<file path="src/rtl/seq_alu_pkg.sv">
// seq_alu_pkg: op codes, FSM states and shared helpers
// for the multi-cycle EX-stage ALU.
package seq_alu_pkg;

    localparam int MAX_W = 64;

    localparam logic [3:0] OP_AND   = 4'b0000;
    localparam logic [3:0] OP_OR    = 4'b0001;
    localparam logic [3:0] OP_ADD   = 4'b0010;
    localparam logic [3:0] OP_XOR   = 4'b0011;
    localparam logic [3:0] OP_ADDU  = 4'b0100;
    localparam logic [3:0] OP_SUBU  = 4'b0101;
    localparam logic [3:0] OP_SUB   = 4'b0110;
    localparam logic [3:0] OP_SLT   = 4'b0111;
    localparam logic [3:0] OP_MULT  = 4'b1000;
    localparam logic [3:0] OP_MULTU = 4'b1001;
    localparam logic [3:0] OP_LUI   = 4'b1010;
    localparam logic [3:0] OP_SLTU  = 4'b1011;
    localparam logic [3:0] OP_NOR   = 4'b1100;
    localparam logic [3:0] OP_DIV   = 4'b1101;
    localparam logic [3:0] OP_DIVU  = 4'b1110;
    localparam logic [3:0] OP_RSVD  = 4'b1111;

    typedef enum logic [2:0] {
        ST_IDLE,
        ST_MUL,
        ST_DIV,
        ST_FIX,
        ST_DONE
    } state_t;

    // Callers zero-extend into MAX_W and truncate back to their width.
    function automatic logic [MAX_W-1:0] mag(
        input logic [MAX_W-1:0] v,
        input logic             neg
    );
        return neg ? -v : v;
    endfunction

    function automatic logic is_muldiv(input logic [3:0] op);
        return op == OP_MULT || op == OP_MULTU ||
               op == OP_DIV  || op == OP_DIVU;
    endfunction

endpackage

</file>
<file path="src/rtl/seq_alu_muldiv.sv">
// seq_alu_muldiv: iterative shift-add multiplier and restoring
// divider sharing one accumulator pair, with sign fix-up.
module seq_alu_muldiv
    import seq_alu_pkg::*;
#(
    parameter int WIDTH = 32,
    parameter int CNT_W = $clog2(WIDTH) + 1
) (
    input  logic             clock,
    input  logic             reset_n,
    input  logic             launch,
    input  logic [3:0]       op,
    input  logic [WIDTH-1:0] a,
    input  logic [WIDTH-1:0] b,
    output logic             ready,
    output logic             busy,
    output logic             finish,
    output logic             div_zero,
    output logic             div_ovf,
    output logic [WIDTH-1:0] hi,
    output logic [WIDTH-1:0] lo
);

    localparam logic [WIDTH-1:0] MIN =
        {1'b1, {(WIDTH-1){1'b0}}};
    localparam logic [CNT_W-1:0] LAST = CNT_W'(WIDTH - 1);

    state_t state;
    logic [CNT_W-1:0] cnt;
    logic [WIDTH-1:0] acc_hi;
    logic [WIDTH-1:0] acc_lo;
    logic [WIDTH-1:0] opd;
    logic             mode_mul;
    logic             neg_hi;
    logic             neg_lo;

    logic             is_mul;
    logic             is_div;
    logic             sgn;
    logic             sign_diff;
    logic [WIDTH-1:0] a_mag;
    logic [WIDTH-1:0] b_mag;
    logic [WIDTH:0]   add_sum;
    logic [WIDTH:0]   shifted;
    logic [WIDTH:0]   trial;
    logic [2*WIDTH-1:0] prod;

    assign is_mul = op == OP_MULT || op == OP_MULTU;
    assign is_div = op == OP_DIV || op == OP_DIVU;
    assign sgn    = op == OP_MULT || op == OP_DIV;
    assign sign_diff = sgn && (a[WIDTH-1] ^ b[WIDTH-1]);

    assign div_zero = is_div && b == '0;
    assign div_ovf  = op == OP_DIV && a == MIN && b == '1;

    assign a_mag = WIDTH'(mag(MAX_W'(a), sgn && a[WIDTH-1]));
    assign b_mag = WIDTH'(mag(MAX_W'(b), sgn && b[WIDTH-1]));

    // Multiply: add multiplicand into the upper half, shift right.
    assign add_sum = {1'b0, acc_hi} +
                     (acc_lo[0] ? {1'b0, opd} : '0);

    // Divide: remainder in acc_hi, dividend/quotient in acc_lo.
    assign shifted = {acc_hi, acc_lo[WIDTH-1]};
    assign trial   = shifted - {1'b0, opd};

    assign prod = {acc_hi, acc_lo};

    assign ready  = state == ST_IDLE;
    assign busy   = state == ST_MUL || state == ST_DIV ||
                    state == ST_FIX;
    assign finish = state == ST_FIX ||
                    (launch && (div_zero || div_ovf));

    always_ff @(posedge clock or negedge reset_n) begin
        if (!reset_n) begin
            state    <= ST_IDLE;
            cnt      <= '0;
            acc_hi   <= '0;
            acc_lo   <= '0;
            opd      <= '0;
            mode_mul <= 1'b0;
            neg_hi   <= 1'b0;
            neg_lo   <= 1'b0;
            hi       <= '0;
            lo       <= '0;
        end else begin
            unique case (state)
                ST_IDLE: begin
                    if (launch) begin
                        cnt      <= '0;
                        acc_hi   <= '0;
                        mode_mul <= is_mul;
                        if (div_zero) begin
                            hi    <= a;
                            lo    <= '1;
                            state <= ST_DONE;
                        end else if (div_ovf) begin
                            hi    <= '0;
                            lo    <= MIN;
                            state <= ST_DONE;
                        end else if (is_mul) begin
                            acc_lo <= b_mag;
                            opd    <= a_mag;
                            neg_lo <= sign_diff;
                            neg_hi <= sign_diff;
                            state  <= ST_MUL;
                        end else begin
                            acc_lo <= a_mag;
                            opd    <= b_mag;
                            neg_lo <= sign_diff;
                            neg_hi <= sgn && a[WIDTH-1];
                            state  <= ST_DIV;
                        end
                    end
                end
                ST_MUL: begin
                    acc_hi <= add_sum[WIDTH:1];
                    acc_lo <= {add_sum[0], acc_lo[WIDTH-1:1]};
                    cnt    <= cnt + 1'b1;
                    if (cnt == LAST) state <= ST_FIX;
                end
                ST_DIV: begin
                    if (!trial[WIDTH]) begin
                        acc_hi <= trial[WIDTH-1:0];
                        acc_lo <= {acc_lo[WIDTH-2:0], 1'b1};
                    end else begin
                        acc_hi <= shifted[WIDTH-1:0];
                        acc_lo <= {acc_lo[WIDTH-2:0], 1'b0};
                    end
                    cnt <= cnt + 1'b1;
                    if (cnt == LAST) state <= ST_FIX;
                end
                ST_FIX: begin
                    // Quotient truncates to zero; remainder follows dividend.
                    if (mode_mul) begin
                        {hi, lo} <= neg_lo ? -prod : prod;
                    end else begin
                        hi <= neg_hi ? -acc_hi : acc_hi;
                        lo <= neg_lo ? -acc_lo : acc_lo;
                    end
                    state <= ST_DONE;
                end
                ST_DONE: state <= ST_IDLE;
                default: state <= ST_IDLE;
            endcase
        end
    end

endmodule

</file>
<file path="src/rtl/seq_alu.sv">
// seq_alu: EX-stage ALU with single-cycle logic/arith ops and
// multi-cycle MULT/DIV into HI/LO; busy stalls the pipeline.
module seq_alu
    import seq_alu_pkg::*;
#(
    parameter int WIDTH = 32,
    parameter int CNT_W = $clog2(WIDTH) + 1
) (
    input  logic             clock,
    input  logic             reset_n,
    input  logic             start,
    input  logic [3:0]       op,
    input  logic [WIDTH-1:0] a,
    input  logic [WIDTH-1:0] b,
    output logic             ready,
    output logic             busy,
    output logic             done,
    output logic [WIDTH-1:0] s,
    output logic [WIDTH-1:0] hi,
    output logic [WIDTH-1:0] lo,
    output logic             z,
    output logic             ovf,
    output logic             div_by_zero
);

    logic             accept;
    logic             sc_go;
    logic             md_go;
    logic             finish;
    logic             div_zero;
    logic             div_ovf;
    logic             zsel;
    logic [WIDTH-1:0] sum;
    logic [WIDTH-1:0] diff;
    logic [WIDTH-1:0] res;
    logic             res_ovf;

    assign accept = start && ready;
    assign md_go  = accept && is_muldiv(op);
    assign sc_go  = accept && !is_muldiv(op);

    assign sum  = a + b;
    assign diff = a - b;

    always_comb begin
        res     = '0;
        res_ovf = 1'b0;
        unique case (op)
            OP_AND:  res = a & b;
            OP_OR:   res = a | b;
            OP_XOR:  res = a ^ b;
            OP_NOR:  res = ~(a | b);
            OP_ADDU: res = sum;
            OP_SUBU: res = diff;
            OP_ADD: begin
                res     = sum;
                res_ovf = (a[WIDTH-1] == b[WIDTH-1]) &&
                          (sum[WIDTH-1] != a[WIDTH-1]);
            end
            OP_SUB: begin
                res     = diff;
                res_ovf = (a[WIDTH-1] != b[WIDTH-1]) &&
                          (diff[WIDTH-1] != a[WIDTH-1]);
            end
            OP_SLT:
                res = {{(WIDTH-1){1'b0}},
                       $signed(a) < $signed(b)};
            OP_SLTU:
                res = {{(WIDTH-1){1'b0}}, a < b};
            OP_LUI:  res = b << (WIDTH / 2);
            default: res = '0;
        endcase
    end

    seq_alu_muldiv #(
        .WIDTH (WIDTH),
        .CNT_W (CNT_W)
    ) u_muldiv (
        .clock    (clock),
        .reset_n  (reset_n),
        .launch   (md_go),
        .op       (op),
        .a        (a),
        .b        (b),
        .ready    (ready),
        .busy     (busy),
        .finish   (finish),
        .div_zero (div_zero),
        .div_ovf  (div_ovf),
        .hi       (hi),
        .lo       (lo)
    );

    // Flags are cleared by every accepted op, then set by its outcome.
    always_ff @(posedge clock or negedge reset_n) begin
        if (!reset_n) begin
            s           <= '0;
            zsel        <= 1'b0;
            ovf         <= 1'b0;
            div_by_zero <= 1'b0;
            done        <= 1'b0;
        end else begin
            done <= sc_go || finish;
            if (sc_go) begin
                s           <= res;
                zsel        <= 1'b0;
                ovf         <= res_ovf;
                div_by_zero <= 1'b0;
            end else if (md_go) begin
                zsel        <= 1'b1;
                ovf         <= div_ovf;
                div_by_zero <= div_zero;
            end
        end
    end

    assign z = zsel ? (hi == '0 && lo == '0) : (s == '0);

endmodule
</file>
<file path="config.mk">
export PLATFORM = sky130hd
export DESIGN_NAME = seq_alu
export DESIGN_NICKNAME = d
export VERILOG_FILES = /design/src/rtl/seq_alu_pkg.sv /design/src/rtl/seq_alu_muldiv.sv /design/src/rtl/seq_alu.sv
export SDC_FILE = /design/constraint.sdc
export NUM_CORES = 1
export LEC_CHECK = 0
export CAP_MARGIN = 40
export CORE_MARGIN = 1
export CORE_UTILIZATION = 28
export CTS_CLUSTER_SIZE = 8
export DETAILED_ROUTE_END_ITERATION = 8
export PLACE_DENSITY = 0.56
export SYNTH_ARGS = -nofsm -noshare
export SYNTH_HDL_FRONTEND = slang
export SYNTH_SLANG_ARGS = --single-unit
</file>
<file path="constraint.sdc">
create_clock -name clock -period 5.4 [get_ports clock]
set_input_delay 1.08 -clock clock [delete_from_list [all_inputs] [get_ports clock]]
set_output_delay 1.08 -clock clock [all_outputs]
set_load 0.02 [all_outputs]
</file>
# Word-level counts from Yosys, hierarchy flattened
# Index checks and enable logic that the tools add are counted.
# totals
inputBits	71
mem_bits_ro	0
latch_bits	0
mem_count	0
mem_bits_rw	0
out_inout_bits	102
ff_bits	208
wordCells	151
# classes
bitwise	7
eq_ne	29
addsub	10
n_mux	44
shifts	0
n_div	0
reduce_logical	44
n_lt_le_gt_ge	2
multipliers	0
# ops
cell	n
32-bit two-way mux	20
32-bit case mux with 9 select lines	1
32-bit case mux with 3 select lines	2
32-bit logical NOT	4
32-bit negator	4
32-bit case mux with 2 select lines	2
32-bit == test (second input constant)	2
32-bit < comparator	2
64-bit two-way mux	1
64-bit negator	1
32-bit by 33-bit adder with 33-bit output	1
33-bit by 32-bit subtractor with 33-bit output	1
32-bit adder	1
32-bit AND	1
32-bit inverter	1
32-bit bitwise OR	1
32-bit subtractor	1
32-bit XOR	1
4-bit == test (second input constant)	7
4-bit by 3-bit == test with 1-bit output (second input constant)	4
1-bit logical AND	13
3-bit two-way mux	4
6-bit case mux with 2 select lines	1
1-bit logical OR	10
other kinds (27)	50

# Depth between registers and ports, before layout
# logic_depth
depth_word	9
mapped_depth	14
ltp_nobuf	13

# Hierarchy
# From an unflattened synthesis, not the netlist that was laid out.
# hier_totals
cells_unflattened	2855
hier_area_um2	21670.8
# modules_own_cells
module	area_per_inst_um2	cells_each	n_inst
seq_alu_muldiv	14636.5	1890	1
seq_alu	7034.2	965	1

# Worst setup path after synthesis
# No wires, ideal clock.
# synth_timing
path_type	input to register
startpoint	input port a[8]
endpoint	register s[31]
arrival_ns	3.744
stages	13
path_slack_ns	1.570
cell_sequence	clkbuf_1 inv_1 ha_1 clkbuf_1 or3_1 nor3_1 a2bb2o_1 a21oi_1 o2111ai_1 nand2_1 o31ai_1 mux2_2 a32oi_1
# synth_via
elab_chain_len	2
# synth_lines
element	line_no	text
from (decl)	seq_alu.sv:13	input logic [WIDTH-1:0] a,
32-bit subtractor / 32-bit adder (equally long branches)	seq_alu.sv:43, seq_alu.sv:42	
32-bit case mux with 9 select lines (*)	seq_alu.sv:48	unique case (op)
to (signal assigned)	seq_alu.sv:105	s <= res;
to (decl)	seq_alu.sv:18	output logic [WIDTH-1:0] s,
# Every way passes the cells marked *; elsewhere a longest branch is shown, timed or not.
# A chain may end at the register's enable or synchronous reset.

# Worst setup path after layout
# layout_timing
startpoint	register u_muldiv.lo[29]
endpoint	output port z
# layout_via
elab_chain_len	3
# layout_lines
element	line_no	text
from (decl)	seq_alu_muldiv.sv:21	output logic [WIDTH-1:0] lo
from (signal assigned)	seq_alu_muldiv.sv:137	{hi, lo} <= neg_lo ? -prod : prod;
from (signal assigned)	seq_alu_muldiv.sv:140	lo <= neg_lo ? -acc_lo : acc_lo;
32-bit logical NOT	seq_alu.sv:117	assign z = zsel ? (hi == '0 && lo == '0) : (s == '0);
1-bit logical AND	seq_alu.sv:117	
1-bit two-way mux	seq_alu.sv:117	
to (decl)	seq_alu.sv:21	output logic z,
# No other way between the ends.

==> flow_summary_export.csv <==
group,metric,value,unit
status,status,"finished clean",
sta,fin_skew,0.0276,ns
finish,layout_commonest_cell,"nor2_1",
worst_setup_path,timing.rr.end,"u_muldiv.acc_hi[25]$_DFFE_PN0P_",
sta,fmax,192,MHz
clocking,cts_hold_buf,0,
worst_setup_path,crit_chain,"nor2_1 > nand4_1 > nor4_1 > nand4_1 > o21ai_0 > clkdlybuf4s50_1",
global_route,first_global_vias,21400,
place,dp_cells,3975,
global_route,antenna_found_initial,3,
detailed_routing,vias,23200,
finish,drive_above_1_share,0.0661,
clocking,cts_root_buffer,"clkbuf_16",
yosys,synthArstFlopShare,1.00,
place,gp_congestion,0.973,
detailed_routing,via_per_inst,5.79,
sta,setup_violations,0,
pwr,p_leak,0.0105,uW
yosys,yosysWarningCount,0,
global_route,grt_max_degree,97,
sta,slew_headroom,0.415,
detailed_routing,dr.pass1.iters,6,
detailed_routing,drc_errors,0,
yosys,syn_area,21500,um^2
yosys,syn_area_per_cell,7.56,um^2
global_route,grt_pass1_wl,140000,um
worst_setup_path,path_buf_inv,1,
clocking,cts_tree,"yes",
worst_setup_path,reg2reg_depth,13,
die,die_height,279,um
detailed_routing,drtAntennaViolNets,0,
yosys,ys_ff_latch,208,
sta,final.setup.worst_slack,0.202,ns
worst_setup_path,worst_ep_required_time,4.32,ns
global_route,overflow,0,
sta,min_period_over_period,0.963,
die,coreArea,75900,um^2
hold_path,min_to,"u_muldiv.opd[22]$_DFFE_PN0P_",
worst_setup_path,crit_arrival,4.12,ns
finish,area_growth,19.3,%
worst_setup_path,startpoint_type,"register",
yosys,ys_seq_area_frac,0.242,
worst_setup_path,critPathMostFrequentCell,"nand4_1",
die,num_rows,101,
sta,tns,0,ns
clocking,cts.path.max_buffers,3,
sta,hold_viol,0,
sta,layout_min_cycle_time,5.20,ns
yosys,ys_types,79,
finish,final_nets,3224,
detailed_routing,wl_per_cell,23.4,um
die,ios,173,
clocking,cts.sinks,208,
clocking,cts_buffers,30,
clocking,post_cts_buffers,0,
hold_path,worstHoldPathType,"reg2reg",
pwr,power,14500,uW
worst_setup_path,rrSetupSlack,1.23,ns
clocking,clkLatencyLatePin,0.61,ns
worst_setup_path,cpMaxStageDelayCell,"nand4_1",
worst_setup_path,crit_family,"simple AND/OR/NAND/NOR gates",
sta,grt_setup_unrepaired,"false",
hold_path,min_path_cells,2,
yosys,ys.flop_type,"dfrtp_1",
place,port_buffers,172,
yosys,synth_cells,2846,
yosys,synth_edf_count,0,
pwr,ir_drop,0.307,mV
yosys,syn_nets,3093,
worst_setup_path,critPathMaxStageDelay,0.66,ns
sta,worstMarginPinSlew,0.875,ns
die,die_x,279,um
finish,final_cell_mix,"nor2_1 (291), a21oi_1 (263), nand2_1 (246)",
clocking,clk_pin_slew,0.05,ns
finish,finalNonFillerCells,4011,
detailed_routing,dr.first_iter.drc_count,2782,
global_route,track_usage,0.234,
place,post-place-ws,0.393,ns
worst_setup_path,r2r-start,"u_muldiv.acc_lo[0]$_DFFE_PN0P_",
flow_run,drv_cap,0,
die,initial_core_util,0.283,
sta,drv_slew,0,
clocking,htreeDepth,1,
clocking,cts.repair.resized,0,
hold_path,hp-start,"u_muldiv.opd[22]$_DFFE_PN0P_",
worst_setup_path,critical_path_class,"reg2out",
die,dieArea,78000,um^2
place,hpwl,74100,um
pwr,power_density,563,nW/um^2
detailed_routing,totalWireLength,94000,um
worst_setup_path,cp_max_fo,3,
worst_setup_path,crit_path_end_kind,"output port",
[per-layer routing]
layer,track usage,wire length [um],vias up
met5,0,23,-
li1,-,-,10800
met4,0.0571,2430,4
met3,0.0516,8640,127
met2,0.352,40000,979
met1,0.335,42900,11300
[flip-flops by register name, indices dropped and copies added, names as in the netlist]
register           flops
zsel                   1
div_by_zero            1
s                     32
ovf                    1
u_muldiv.opd          32
done                   1
u_muldiv.mode_mul      1
u_muldiv.acc_hi       32
u_muldiv.state         3
u_muldiv.acc_lo       32
u_muldiv.neg_lo        1
u_muldiv.cnt           6
u_muldiv.hi           32
u_muldiv.neg_hi        1
u_muldiv.lo           32
[power by group]
part           leakage, uW  switching (uW)  internal [uW]  total (uW)
Clock             0.000401             771           1000        1780
Sequential         0.00255            1180           2290        3470
Combinational      0.00756            5450           3760        9210
[area by class of cell]
type	instances	area, um^2
antenna	1	2.50
timing repair buffer	277	2620
clock buffer	33	782
tap	1030	1290
inverter	158	593
sequential	208	5200
clock inverter	2	35.0
fill	8070	50300
multi-input combinational	2302	15100
[cell usage after synthesis, types with 46 or more instances]
cell type / n / area [um^2]
xor2_1: 47 / 412
o21ai_0: 237 / 1190
nor2_1: 296 / 1110
a21oi_1: 264 / 1320
a221oi_1: 54 / 473
a21o_1: 55 / 413
clkbuf_1: 158 / 593
dfrtp_1: 208 / 5200
nor4_1: 46 / 288
nor3_1: 54 / 270
xnor2_1: 120 / 1050
ha_1: 172 / 2150
inv_1: 157 / 589
nand2_1: 247 / 927
a211oi_1: 80 / 601
[worst reg2reg max path: cells and delay by family, from the launching register on]
family | cells | cell delay [ns]
AND/OR/NAND/NOR | 4 | 0.87
buffers and inverters | 2 | 0.71
flip-flops | 1 | 0.54
adder cells (fa/ha/maj) | 1 | 0.32
AO/OA/AOI/OAI | 6 | 1.61
[worst max path at each step]
stage,from,cells past startpoint,end,slack (ns)
after CTS,u_muldiv.lo[29]$_DFFE_PN0P_,6,z,0.35
final,u_muldiv.lo[29]$_DFFE_PN0P_,6,z,0.20
after global placement,b[0],13,s[0]$_DFFE_PN0P_,0.40
after floorplan,a[8],13,s[31]$_DFFE_PN0P_,1.57
after global routing,u_muldiv.lo[29]$_DFFE_PN0P_,6,z,0.24
after detailed placement,b[0],14,s[28]$_DFFE_PN0P_,0.39
[stage by stage]
step	hold WS, ns	cell area (um^2)	utilization
global placement	0.466	24800	0.326
detailed placement	0.470	24900	0.327
CTS	0.481	25700	0.338
finish	0.478	25700	0.338
global route	0.517	25700	0.338
floorplan	0.450	21500	-
[kinds of logic (layout without fill, tap and decap cells)]
| family | after synthesis | count (layout) | synth area share |
|---|---|---|---|
| simple gates | 878 | 878 | 0.190 |
| fa+ha+maj | 176 | 176 | 0.104 |
| compound gates | 1048 | 1048 | 0.321 |
| flops | 208 | 208 | 0.242 |
| xor+xnor | 167 | 167 | 0.0679 |
| mux | 33 | 33 | 0.0156 |
| other cells | 0 | 1 | 0 |
| buf+inv | 336 | 470 | 0.0596 |
(Power assumes the default switching activity.)
